$ cat config.mk
export PLATFORM = sky130hd
export DESIGN_NAME = mux_nt1_scan
export DESIGN_NICKNAME = d
export VERILOG_FILES = /design/src/rtl/mux_pkg.sv /design/src/rtl/scan_dwell_cnt.sv /design/src/rtl/mux_nt1_scan.sv
export SDC_FILE = /design/constraint.sdc
export NUM_CORES = 1
export LEC_CHECK = 0
export BUFFER_PORTS_ARGS = -buffer_cell sky130_fd_sc_hd__buf_2
export CAP_MARGIN = 20
export CORE_AREA = 2 2 118 120
export DETAILED_ROUTE_END_ITERATION = 6
export DIE_AREA = 0 0 120 122
export PLACE_DENSITY_LB_ADDON = 0.08
export SLEW_MARGIN = 20
export SYNTH_ARGS = -nofsm -noshare
export SYNTH_HDL_FRONTEND = slang
export SYNTH_HIERARCHICAL = 1
export SYNTH_SLANG_ARGS = --single-unit
$ cat constraint.sdc
create_clock -name clk -period 4.4 [get_ports clk]
set_clock_uncertainty 0.05 [all_clocks]
set_input_delay 0.66 -clock clk [delete_from_list [all_inputs] [get_ports clk]]
set_output_delay 0.66 -clock clk [all_outputs]
set_load 0.01 [all_outputs]
$ cat src/rtl/mux_pkg.sv
// Shared constants for the N-to-1 scanning display/debug mux.
// Mode encodings and default geometry used by mux_nt1_scan.
package mux_pkg;

  typedef enum logic {
    MODE_MANUAL = 1'b0,
    MODE_SCAN   = 1'b1
  } mode_e;

  localparam int DEF_W     = 32;
  localparam int DEF_N     = 8;
  localparam int DEF_SW    = 3;
  localparam int DEF_DWELL = 16;

endpackage

$ cat src/rtl/scan_dwell_cnt.sv
// Dwell counter for auto-scan: counts 0..DWELL-1 while enabled, tick marks the last cycle.
// tick is combinational from the count; the caller gates it with its own enable.
module scan_dwell_cnt #(
  parameter int DWELL = 16
) (
  input  logic clk,
  input  logic rst,
  input  logic clr,
  input  logic en,
  output logic tick
);

  localparam int CW = (DWELL > 1) ? $clog2(DWELL) : 1;

  logic [CW-1:0] count_reg;

  assign tick = (count_reg == CW'(DWELL - 1));

  always_ff @(posedge clk) begin
    if (rst || clr) begin
      count_reg <= '0;
    end else if (en) begin
      count_reg <= tick ? '0 : count_reg + CW'(1);
    end
  end

endmodule

$ cat src/rtl/mux_nt1_scan.sv
// Registered N-to-1 W-bit selector with manual select or timed auto-scan.
// Optional MUX_SCAN_MASK_EN adds an en_mask port restricting which channels may be selected.
module mux_nt1_scan
  import mux_pkg::*;
#(
  parameter int W     = DEF_W,
  parameter int N     = DEF_N,
  parameter int SW    = DEF_SW,
  parameter int DWELL = DEF_DWELL
) (
  input  logic            clk,
  input  logic            rst,
  input  logic [N*W-1:0]  din,
  input  logic [SW-1:0]   sel,
  input  logic            mode,
  input  logic            hold,
`ifdef MUX_SCAN_MASK_EN
  input  logic [N-1:0]    en_mask,
`endif
  output logic [W-1:0]    dout,
  output logic [SW-1:0]   cur_sel,
  output logic            sel_chg
);

  logic [N-1:0]  elig;
  logic [W-1:0]  chan [N];
  logic          scan;
  logic          tick;
  logic          sel_ok;
  logic [SW-1:0] adv_sel;
  logic [SW-1:0] sel_next;
  logic [W-1:0]  dout_next;
  logic [W-1:0]  dout_reg;
  logic [SW-1:0] cur_sel_reg;
  logic          sel_chg_reg;

`ifdef MUX_SCAN_MASK_EN
  assign elig = en_mask;
`else
  assign elig = '1;
`endif

  genvar gi;
  generate
    for (gi = 0; gi < N; gi++) begin : g_chan
      assign chan[gi] = din[gi*W +: W];
    end
  endgenerate

  assign scan = (mode == logic'(MODE_SCAN));

  // Counter sits at 0 in manual mode and freezes entirely while hold is high.
  scan_dwell_cnt #(
    .DWELL (DWELL)
  ) u_dwell (
    .clk  (clk),
    .rst  (rst),
    .clr  (~scan & ~hold),
    .en   (scan & ~hold),
    .tick (tick)
  );

  always_comb begin
    int idx;
    logic found;
    idx     = 0;
    found   = 1'b0;
    sel_ok  = 1'b0;
    adv_sel = cur_sel_reg;
    for (int k = 0; k < N; k++) begin
      if (sel == SW'(k) && elig[k]) sel_ok = 1'b1;
    end
    // Walk upward from cur_sel with wrap; offset N returns to cur_sel itself.
    for (int i = 1; i <= N; i++) begin
      idx = int'(cur_sel_reg) + i;
      if (idx >= N) idx = idx - N;
      for (int k = 0; k < N; k++) begin
        if (!found && idx == k && elig[k]) begin
          adv_sel = SW'(k);
          found   = 1'b1;
        end
      end
    end
  end

  always_comb begin
    sel_next = cur_sel_reg;
    if (scan) begin
      if (tick) sel_next = adv_sel;
    end else if (sel_ok) begin
      sel_next = sel;
    end
    dout_next = '0;
    for (int k = 0; k < N; k++) begin
      if (sel_next == SW'(k)) dout_next = chan[k];
    end
  end

  always_ff @(posedge clk) begin
    if (rst) begin
      dout_reg    <= '0;
      cur_sel_reg <= '0;
      sel_chg_reg <= 1'b0;
    end else if (hold) begin
      sel_chg_reg <= 1'b0;
    end else begin
      dout_reg    <= dout_next;
      cur_sel_reg <= sel_next;
      sel_chg_reg <= (sel_next != cur_sel_reg);
    end
  end

  assign dout    = dout_reg;
  assign cur_sel = cur_sel_reg;
  assign sel_chg = sel_chg_reg;

endmodule

==> results.json, run 1 <==
{
  "status": "finished, final reports clean",
  "critical_path_required_ns": 4.55,
  "grt.total_usage_pct": 24.1,
  "cts_setup_buffers": 0,
  "syn-num-nets": 940,
  "criticalPathCategory": "reg2reg",
  "drive_gt1_share_pct": 37.0,
  "hold_buffers": 0,
  "power.density_nw_per_um2": 232,
  "cts_buffers": 5,
  "hold-worst-slack_ns": 0.440,
  "synthCells": 666,
  "peakVddDrop_v": 0.000144,
  "worstMarginPinSlew_ns": 0.869,
  "worstReg2RegStart": "cur_sel[1]",
  "leakage_nw": 2.96,
  "hold_start": "dout[1]",
  "antenna_found_initial": 1,
  "drtIter0Drc": 434,
  "synth-edff-count": 0,
  "r2r_end": "dout[23]",
  "cp_slowest_cell": "or4_1",
  "synthTopCellsByArea": "dfxtp_1 18%, nand2_1 11%, nand3_1 9.1%",
  "synthArstFlopShare_pct": 0,
  "grt_pass1_vias": 5806,
  "num_antenna_cells": 0,
  "cp_data_arrival_time_ns": 3.77,
  "worstHoldPathType": "reg2reg",
  "maxCapViolCount": 0,
  "final.setup.tns_ns": 0,
  "period_minus_slack_ns": 3.62,
  "setup_ws_ns": 0.777,
  "viasPerCell": 5.45,
  "setup_viol": 0,
  "netlist_area_um2": 4370,
  "hold-path-endpoint": "dout[1]",
  "cp_top_family": "compound AO/OA/AOI/OAI gates",
  "synth_seq_cells": 40,
  "yosysWarningCount": 6,
  "end_kind": "flip-flop",
  "start_util_pct": 32.3,
  "hold_viol_final": 0,
  "crit_path_frequent_cell": "a21oi_1",
  "period_share_pct": 82.3,
  "slowest_delay_ns": 0.57,
  "grt_first_pass_wirelength_um": 28800,
  "max_slew_margin_pct": 42.1,
  "tritoncts": "done",
  "clkLatencyLatePin_ns": 0.29,
  "ctsResizeCount": 0,
  "fin_nets": 1192,
  "largest_reg_flops": 32,
  "fmax_mhz": 276,
  "cts_root_buf": "clkbuf_16",
  "fp.dieW_um": 120,
  "path_buf_inv": 2,
  "io_buffer_count": 298,
  "grt_max_degree": 81,
  "rr_worst_depth": 10,
  "syn_area_per_cell_um2": 6.55,
  "finalMaxSlewViolations": 0,
  "io_pins": 299,
  "hold_path_depth": 2,
  "rsz0062_at_grt": "no",
  "ys_seq_area_share_pct": 18.3,
  "htreeDepth": 2,
  "clk_pin_slew_worst_paths_ns": 0.07,
  "grt-ovfl-total": 0,
  "dr.pass1.iters": 5,
  "via_count": 5985,
  "pre_cts_ws_ns": 0.798,
  "gp_congestion": 0.884,
  "routedWlPerCell_um": 16.9,
  "cp_max_fo": 19,
  "die-area_um2": 14600,
  "area_growth_pct": 41.2,
  "place_hpwl_um": 13500,
  "start_kind": "flip-flop",
  "synth_top_area_share_pct": 18.3,
  "clock-sinks": 40,
  "regToRegSetupSlack_ns": 0.78,
  "synth-main-ff-cell": "dfxtp_1",
  "path_cells": "inv_1 > ha_1 > or4_1 > nor3_2 > a21oi_1 > a21boi_4 > buf_4 > a21oi_1 > a311o_1 > a311oi_1",
  "die_h_um": 122,
  "synth.distinct_cells": 49,
  "clockBufferDepth": 2,
  "postRouteAntennaNets": 0,
  "route.detailed.drc": 0,
  "rows": 43,
  "yosysTopAreaCell": "dfxtp_1",
  "core_area_um2": 13500,
  "drt_wl_total_um": 18600
}
-- layout by cell type (no fill, tap or decap), drive strengths merged, types with 17 or more instances in the layout --
| cell | Yosys | layout |
|---|---|---|
| a21oi | 38 | 38 |
| a311oi | 30 | 30 |
| a32oi | 21 | 21 |
| buf | 30 | 315 |
| dfxtp | 40 | 40 |
| inv | 51 | 51 |
| nand2 | 127 | 127 |
| nand3 | 79 | 79 |
| o211ai | 43 | 43 |
| o21ai | 17 | 17 |
| or3 | 21 | 21 |
-- area by class of cell --
cell class	count	area, um^2
Fill cell	1464	7340
Multi-Input combinational cell	505	3120
Timing Repair Buffer	315	1660
Sequential cell	40	801
Tap cell	180	225
Inverter	51	191
Clock buffer	5	125
Clock inverter	3	42.5
-- worst reg2reg max path, cell delays in order, from the launching register on --
cell and delay, ns:
dfxtp_1 0.51, inv_1 0.18, ha_1 0.27, or4_1 0.57, nor3_2 0.31, a21oi_1 0.22, a21boi_4 0.47, buf_4 0.30
a21oi_1 0.06, a311o_1 0.33, a311oi_1 0.25
-- worst max path at each step --
stage | from | to | slack (ns) | depth (start not counted)
after floorplan | cur_sel[0] | dout[13] | 1.42 | 13
after global placement | cur_sel[0] | dout[23] | 0.96 | 10
after detailed placement | cur_sel[1] | dout[23] | 0.80 | 10
after CTS | cur_sel[1] | dout[23] | 0.78 | 10
after global routing | cur_sel[1] | dout[23] | 0.45 | 10
final | cur_sel[1] | dout[23] | 0.78 | 10
-- cells in the mapped netlist (7+ instances only) --
| cell | number |
|---|---|
| a311o_1 | 7 |
| a21o_1 | 8 |
| o21ai_0 | 16 |
| ha_1 | 11 |
| a21oi_1 | 38 |
| buf_1 | 8 |
| nand3_1 | 79 |
| nor2b_1 | 9 |
| a32oi_1 | 21 |
| inv_1 | 51 |
| dfxtp_1 | 40 |
| o211ai_1 | 43 |
| clkbuf_1 | 40 |
| mux2_2 | 7 |
| nor3_1 | 7 |
| a311oi_1 | 30 |
| and3_1 | 8 |
| mux2i_1 | 7 |
| nor2_1 | 15 |
| or3_1 | 21 |
| buf_2 | 19 |
| nand2_1 | 127 |
-- logic make-up (layout without fill, tap and decap cells) --
group	Yosys count	count (layout)	synth area share, %
xor gates and xnor gates	6	6	1.20
adders and majority gates	11	11	3.15
AOI/OAI and AO/OA	194	194	32.8
DFF	40	40	18.3
muxes	14	14	3.41
buffers and inverters	121	374	11.3
and+or+nand+nor	280	280	29.8
-- per-stage QoR --
step / power, mW / util, % / area [um^2] / std cells
floorplan: 0.761 / - / 4370 / 666
global placement: 1.00 / 44.4 / 6000 / 1091
detailed placement: 1.01 / 44.4 / 6000 / 1091
CTS: 1.44 / 45.7 / 6160 / 1099
global route: 1.52 / 45.7 / 6160 / 1099
finish: 1.43 / 45.7 / 6160 / 1099
-- layer usage --
metal	share of wire (%)	global-route usage [%]	wire length [um]
met5	0.059	0	11
met2	48	43.1	9030
met3	7.3	4.54	1360
met1	43	30.0	8010
met4	1.2	5.51	223
-- where the power goes --
group / switching, mW / internal, mW / total (mW) / leakage (nW)
Sequential: 0.0212 / 0.395 / 0.416 / 0.330
Combinational: 0.326 / 0.258 / 0.584 / 2.55
Clock: 0.165 / 0.267 / 0.432 / 0.0798
Total: 0.513 / 0.919 / 1.43 / 2.96
Power figures use the tool's default switching activity.
==> inputs of run 2 (changes only) <==
--- a/config.mk
+++ b/config.mk
@@ -7,9 +7,9 @@
 export LEC_CHECK = 0
 export BUFFER_PORTS_ARGS = -buffer_cell sky130_fd_sc_hd__buf_2
 export CAP_MARGIN = 20
-export CORE_AREA = 2 2 118 120
+export CORE_AREA = 2 2 116 118
 export DETAILED_ROUTE_END_ITERATION = 6
-export DIE_AREA = 0 0 120 122
+export DIE_AREA = 0 0 118 120
 export PLACE_DENSITY_LB_ADDON = 0.08
 export SLEW_MARGIN = 20
 export SYNTH_ARGS = -nofsm -noshare
==> constraint.sdc (replaced) <==
create_clock -name clk -period 3.2 [get_ports clk]
set_clock_uncertainty 0.05 [all_clocks]
set_input_delay 0.48 -clock clk [delete_from_list [all_inputs] [get_ports clk]]
set_output_delay 0.48 -clock clk [all_outputs]
set_load 0.01 [all_outputs]
==> results.json, run 2 (same netlist as run 1, synthesis figures left out) <==
{
  "path_cells": "inv_1 > ha_1 > or4_1 > nor3_4 > a21oi_2 > a21boi_4 > buf_12 > a21oi_1 > a311o_1 > a311oi_1",
  "status": "finished, final reports clean",
  "hold_path_depth": 2,
  "fmax_mhz": 332,
  "drive_gt1_share_pct": 38.3,
  "grt_max_degree": 76,
  "critical_path_required_ns": 3.34,
  "route.detailed.drc": 0,
  "maxCapViolCount": 0,
  "peakVddDrop_v": 0.000178,
  "worstHoldPathType": "reg2reg",
  "num_antenna_cells": 0,
  "fp.dieW_um": 118,
  "drt_wl_total_um": 18900,
  "max_slew_margin_pct": 43.7,
  "dr.pass1.iters": 4,
  "layout_common_cells": "298 x buf_2, 127 x nand2_1, 79 x nand3_1",
  "rsz0062_at_grt": "no",
  "hold-path-endpoint": "dout[1]",
  "cts_root_buf": "clkbuf_16",
  "rr_worst_depth": 10,
  "hold-worst-slack_ns": 0.422,
  "period_minus_slack_ns": 3.02,
  "hold_start": "dout[1]",
  "cp_data_arrival_time_ns": 3.16,
  "clock-sinks": 40,
  "core_area_um2": 13000,
  "place_hpwl_um": 13700,
  "routedWlPerCell_um": 17.1,
  "htreeDepth": 2,
  "clkLatencyLatePin_ns": 0.29,
  "hold_viol_final": 0,
  "finalMaxSlewViolations": 0,
  "cts_buffers": 5,
  "fin_nets": 1207,
  "power.density_nw_per_um2": 306,
  "clk_pin_slew_worst_paths_ns": 0.06,
  "regToRegSetupSlack_ns": 0.18,
  "end_kind": "flip-flop",
  "setup_viol": 0,
  "worstReg2RegStart": "cur_sel[1]",
  "io_pins": 299,
  "slowest_delay_ns": 0.60,
  "grt.total_usage_pct": 25.0,
  "gp_congestion": 0.868,
  "viasPerCell": 5.42,
  "rows": 42,
  "io_buffer_count": 298,
  "tritoncts": "done",
  "worstMarginPinSlew_ns": 0.844,
  "period_share_pct": 94.2,
  "grt_first_pass_wirelength_um": 29000,
  "hold_buffers": 0,
  "final_common_cell": "buf_2",
  "criticalPathCategory": "reg2reg",
  "power.total_mw": 1.95,
  "die-area_um2": 14200,
  "postRouteAntennaNets": 0,
  "cp_slowest_cell": "or4_1",
  "largest_reg_flops": 32,
  "area_growth_pct": 45.6,
  "grt_pass1_vias": 5798,
  "via_count": 6020,
  "clockBufferDepth": 2,
  "leakage_nw": 3.06,
  "r2r_end": "dout[9]",
  "start_kind": "flip-flop",
  "antenna_found_initial": 0,
  "drtIter0Drc": 431,
  "start_util_pct": 33.6,
  "cp_max_fo": 10,
  "grt-ovfl-total": 0,
  "die_h_um": 120
}
==> run 2: cell types whose count changed in the layout (fill, tap and decap cells not counted), moves of 2 or more <==
| cell | previous run | this run |
|---|---|---|
| buf_4 | 14 | 23 |
| buf_12 | 3 | 8 |
| dfxtp_1 | 40 | 38 |
| dfxtp_2 | 0 | 2 |
| clkbuf_1 | 0 | 2 |
==> run 2: how the worst max path moves through the flow <==
stage	from	endpoint	cells past startpoint
3_5_place_dp	cur_sel[0]	dout[17]	9
2_1_floorplan	cur_sel[0]	dout[13]	13
6_report	cur_sel[1]	dout[9]	10
3_3_place_gp	cur_sel[1]	dout[17]	9
5_1_grt	cur_sel[1]	dout[9]	10
4_1_cts	cur_sel[1]	dout[9]	10
==> run 2: stage by stage <==
stage / TNS [ns] / setup WS [ns] / std cells / cell area [um^2] / util, %
floorplan: 0 / 0.218 / 666 / 4370 / -
finish: 0 / 0.184 / 1110 / 6360 / 49.0
CTS: 0 / 0.0321 / 1104 / 6260 / 48.2
global placement: 0 / 0.118 / 1096 / 6110 / 47.1
detailed placement: -0.0160 / -0.0160 / 1096 / 6110 / 47.1
global route: 0 / 0.00488 / 1110 / 6360 / 49.0
==> run 2: per-layer routing <==
metal	vias up	track usage (%)	wire length, um
met5	-	0	0
met4	0	6.40	309
met3	18	3.94	1140
met2	260	45.0	9420
met1	2776	31.0	8060
li1	2966	-	-
==> run 2: critical path, delay by kind of cell, from the launching register on <==
family,cells,cell delay [ns]
simple gates,2,0.92
fa+ha+maj,1,0.27
flops,1,0.38
buf+inv,2,0.27
compound gates,5,1.02
==> run 2: repair_timing <==
action / in CTS / in global routing
pin swaps: 0 / 1
gates cloned: 0 / 1
setup buffers: 0 / 5
gates resized for setup: 1 / 6
endpoints found under the setup margin: 1 / 32
hold endpoints to repair: 0 / 0
==> run 2: cell type report <==
| type | count | area [um^2] |
|---|---|---|
| fill | 1393 | 6620 |
| multi-input combinational | 505 | 3150 |
| timing repair buffer | 330 | 1850 |
| sequential | 40 | 803 |
| tap | 176 | 220 |
| inverter | 51 | 191 |
| clock buffer | 8 | 146 |
==> run 2: power by group <==
| part | switching, mW | leakage, nW | total, mW | internal [mW] |
|---|---|---|---|---|
| combinational | 0.467 | 2.66 | 0.855 | 0.388 |
| clock | 0.211 | 0.0712 | 0.522 | 0.312 |
| sequential | 0.0262 | 0.331 | 0.569 | 0.543 |
| total | 0.703 | 3.06 | 1.95 | 1.24 |
==> inputs of run 3 (changes only) <==
--- a/config.mk
+++ b/config.mk
@@ -10,7 +10,7 @@
 export CORE_AREA = 2 2 116 118
 export DETAILED_ROUTE_END_ITERATION = 6
 export DIE_AREA = 0 0 118 120
-export PLACE_DENSITY_LB_ADDON = 0.08
+export PLACE_DENSITY = 0.79
 export SLEW_MARGIN = 20
 export SYNTH_ARGS = -nofsm -noshare
 export SYNTH_HDL_FRONTEND = slang
==> results.json, run 3 (same netlist as run 1, synthesis figures left out) <==
{
  "pre_cts_ws_ns": 0.107,
  "io_buffer_count": 298,
  "power.density_nw_per_um2": 324,
  "cp_max_fo": 21,
  "drt_wl_total_um": 18700,
  "antenna_found_initial": 0,
  "gp_congestion": 0.881,
  "clk_pin_slew_worst_paths_ns": 0.07,
  "cts_root_buf": "clkbuf_16",
  "seq_area_um2": 801,
  "start_kind": "flip-flop",
  "max_slew_margin_pct": 41.5,
  "criticalPathCategory": "reg2reg",
  "multi_input_area_um2": 3140,
  "grt-ovfl-total": 0,
  "tritoncts": "done",
  "clockPowerShare_pct": 31.2,
  "cp_data_arrival_time_ns": 3.17,
  "die_h_um": 120,
  "place_area_um2": 6160,
  "viasPerCell": 5.55,
  "clockBufferDepth": 2,
  "grt_max_degree": 70,
  "hold_viol_final": 0,
  "io_pins": 299,
  "fmax_mhz": 334,
  "cts_buffers": 5,
  "via_count": 6164,
  "p_seq_share_pct": 27.5,
  "clkLatencyLatePin_ns": 0.29,
  "fin_nets": 1208,
  "switching_share_pct": 35.0,
  "die-area_um2": 14200,
  "start_util_pct": 33.6,
  "routedWlPerCell_um": 16.8,
  "setup_ws_ns": 0.205,
  "layout_common_cells": "298 x buf_2, 127 x nand2_1, 79 x nand3_1",
  "power.total_mw": 2.06,
  "finalMaxSlewViolations": 0,
  "drive_gt1_share_pct": 38.2,
  "htreeDepth": 2,
  "critical_path_required_ns": 3.38,
  "setup_viol": 0,
  "peakVddDrop_v": 0.000240,
  "n_fill_cell": 1328,
  "design_area_um2": 6360,
  "largest_reg_flops": 32,
  "drtIter0Drc": 472,
  "place_hpwl_um": 13700,
  "maxCapViolCount": 0,
  "status": "finished, final reports clean",
  "leakage_nw": 3.08,
  "worstHoldPathType": "reg2reg",
  "num_antenna_cells": 0,
  "end_kind": "flip-flop",
  "postRouteAntennaNets": 0,
  "route.detailed.drc": 0,
  "worstMarginPinSlew_ns": 0.877,
  "grt_pass1_vias": 5810,
  "core_area_um2": 13000,
  "grt.total_usage_pct": 24.9,
  "period_share_pct": 93.6,
  "clock-sinks": 40,
  "final_common_cell": "buf_2",
  "grt_first_pass_wirelength_um": 29100,
  "rows": 42,
  "fp.dieW_um": 118,
  "internal_power_mw": 1.34,
  "combinationalPowerShare_pct": 41.3,
  "p_sw_mw": 0.721,
  "area_growth_pct": 45.8,
  "rsz0062_at_grt": "no",
  "final.setup.tns_ns": 0,
  "dr.pass1.iters": 5,
  "period_minus_slack_ns": 3.00
}
run 3: final timing paths:
| kind | start | to | slack [ns] | depth (start not counted) |
|---|---|---|---|---|
| max | cur_sel[1] | dout[4] | 0.20 | 11 |
| min | dout[1] | dout[1] | 0.43 | 2 |
| max reg2reg | cur_sel[1] | dout[4] | 0.20 | 11 |
| min reg2reg | dout[1] | dout[1] | 0.43 | 2 |
run 3: power by group through the flow:
| stage | sequential [mW] | clock, mW | combinational [mW] |
|---|---|---|---|
| after floorplan | 0.598 | 0 | 0.448 |
| after global placement | 0.576 | 0 | 0.830 |
| after detailed placement | 0.576 | 0 | 0.841 |
| after CTS | 0.565 | 0.655 | 0.843 |
| after global routing | 0.569 | 0.672 | 0.938 |
| final | 0.566 | 0.642 | 0.851 |
run 3: final cells by class:
| class | count | share of cell area [%] |
|---|---|---|
| Clock inverter | 1 | 0.472 |
| Tap cell | 176 | 3.46 |
| Sequential cell | 40 | 12.6 |
| Multi-Input combinational cell | 506 | 49.3 |
| Inverter | 51 | 3.01 |
| Clock buffer | 7 | 2.40 |
| Timing Repair Buffer | 330 | 28.8 |
run 3: critical path, stage by stage (launching register included):
cell and delay (ns):
dfxtp_1 0.32, buf_4 0.15, ha_1 0.19, ha_1 0.29
nor3_1 0.27, mux2i_1 0.21, and2_1 0.26, o21a_4 0.32
buf_4 0.28, mux2i_1 0.10, a311o_1 0.34, a31oi_1 0.12
run 3: metrics by stage:
| step | hold slack (ns) | std cells | util [%] |
|---|---|---|---|
| after floorplan | 0.442 | 666 | - |
| after global placement | 0.413 | 1101 | 47.5 |
| after detailed placement | 0.421 | 1101 | 47.5 |
| after CTS | 0.431 | 1109 | 48.9 |
| after global routing | 0.469 | 1111 | 49.0 |
| final | 0.431 | 1111 | 49.0 |
run 3: metal layers:
| metal | part of all wire [%] | vias up | GRT usage (%) |
|---|---|---|---|
| li1 | - | 2965 | - |
| met1 | 40 | 2845 | 29.6 |
| met2 | 50 | 313 | 45.0 |
| met3 | 7.2 | 41 | 4.75 |
| met4 | 2.6 | 0 | 8.06 |
| met5 | 0 | - | 0 |
run 3: what timing repair did:
item | CTS | global route
setup endpoints to repair | 0 | 13
hold buffers | 0 | 0
gates resized for setup | 0 | 1
setup buffers | 0 | 1
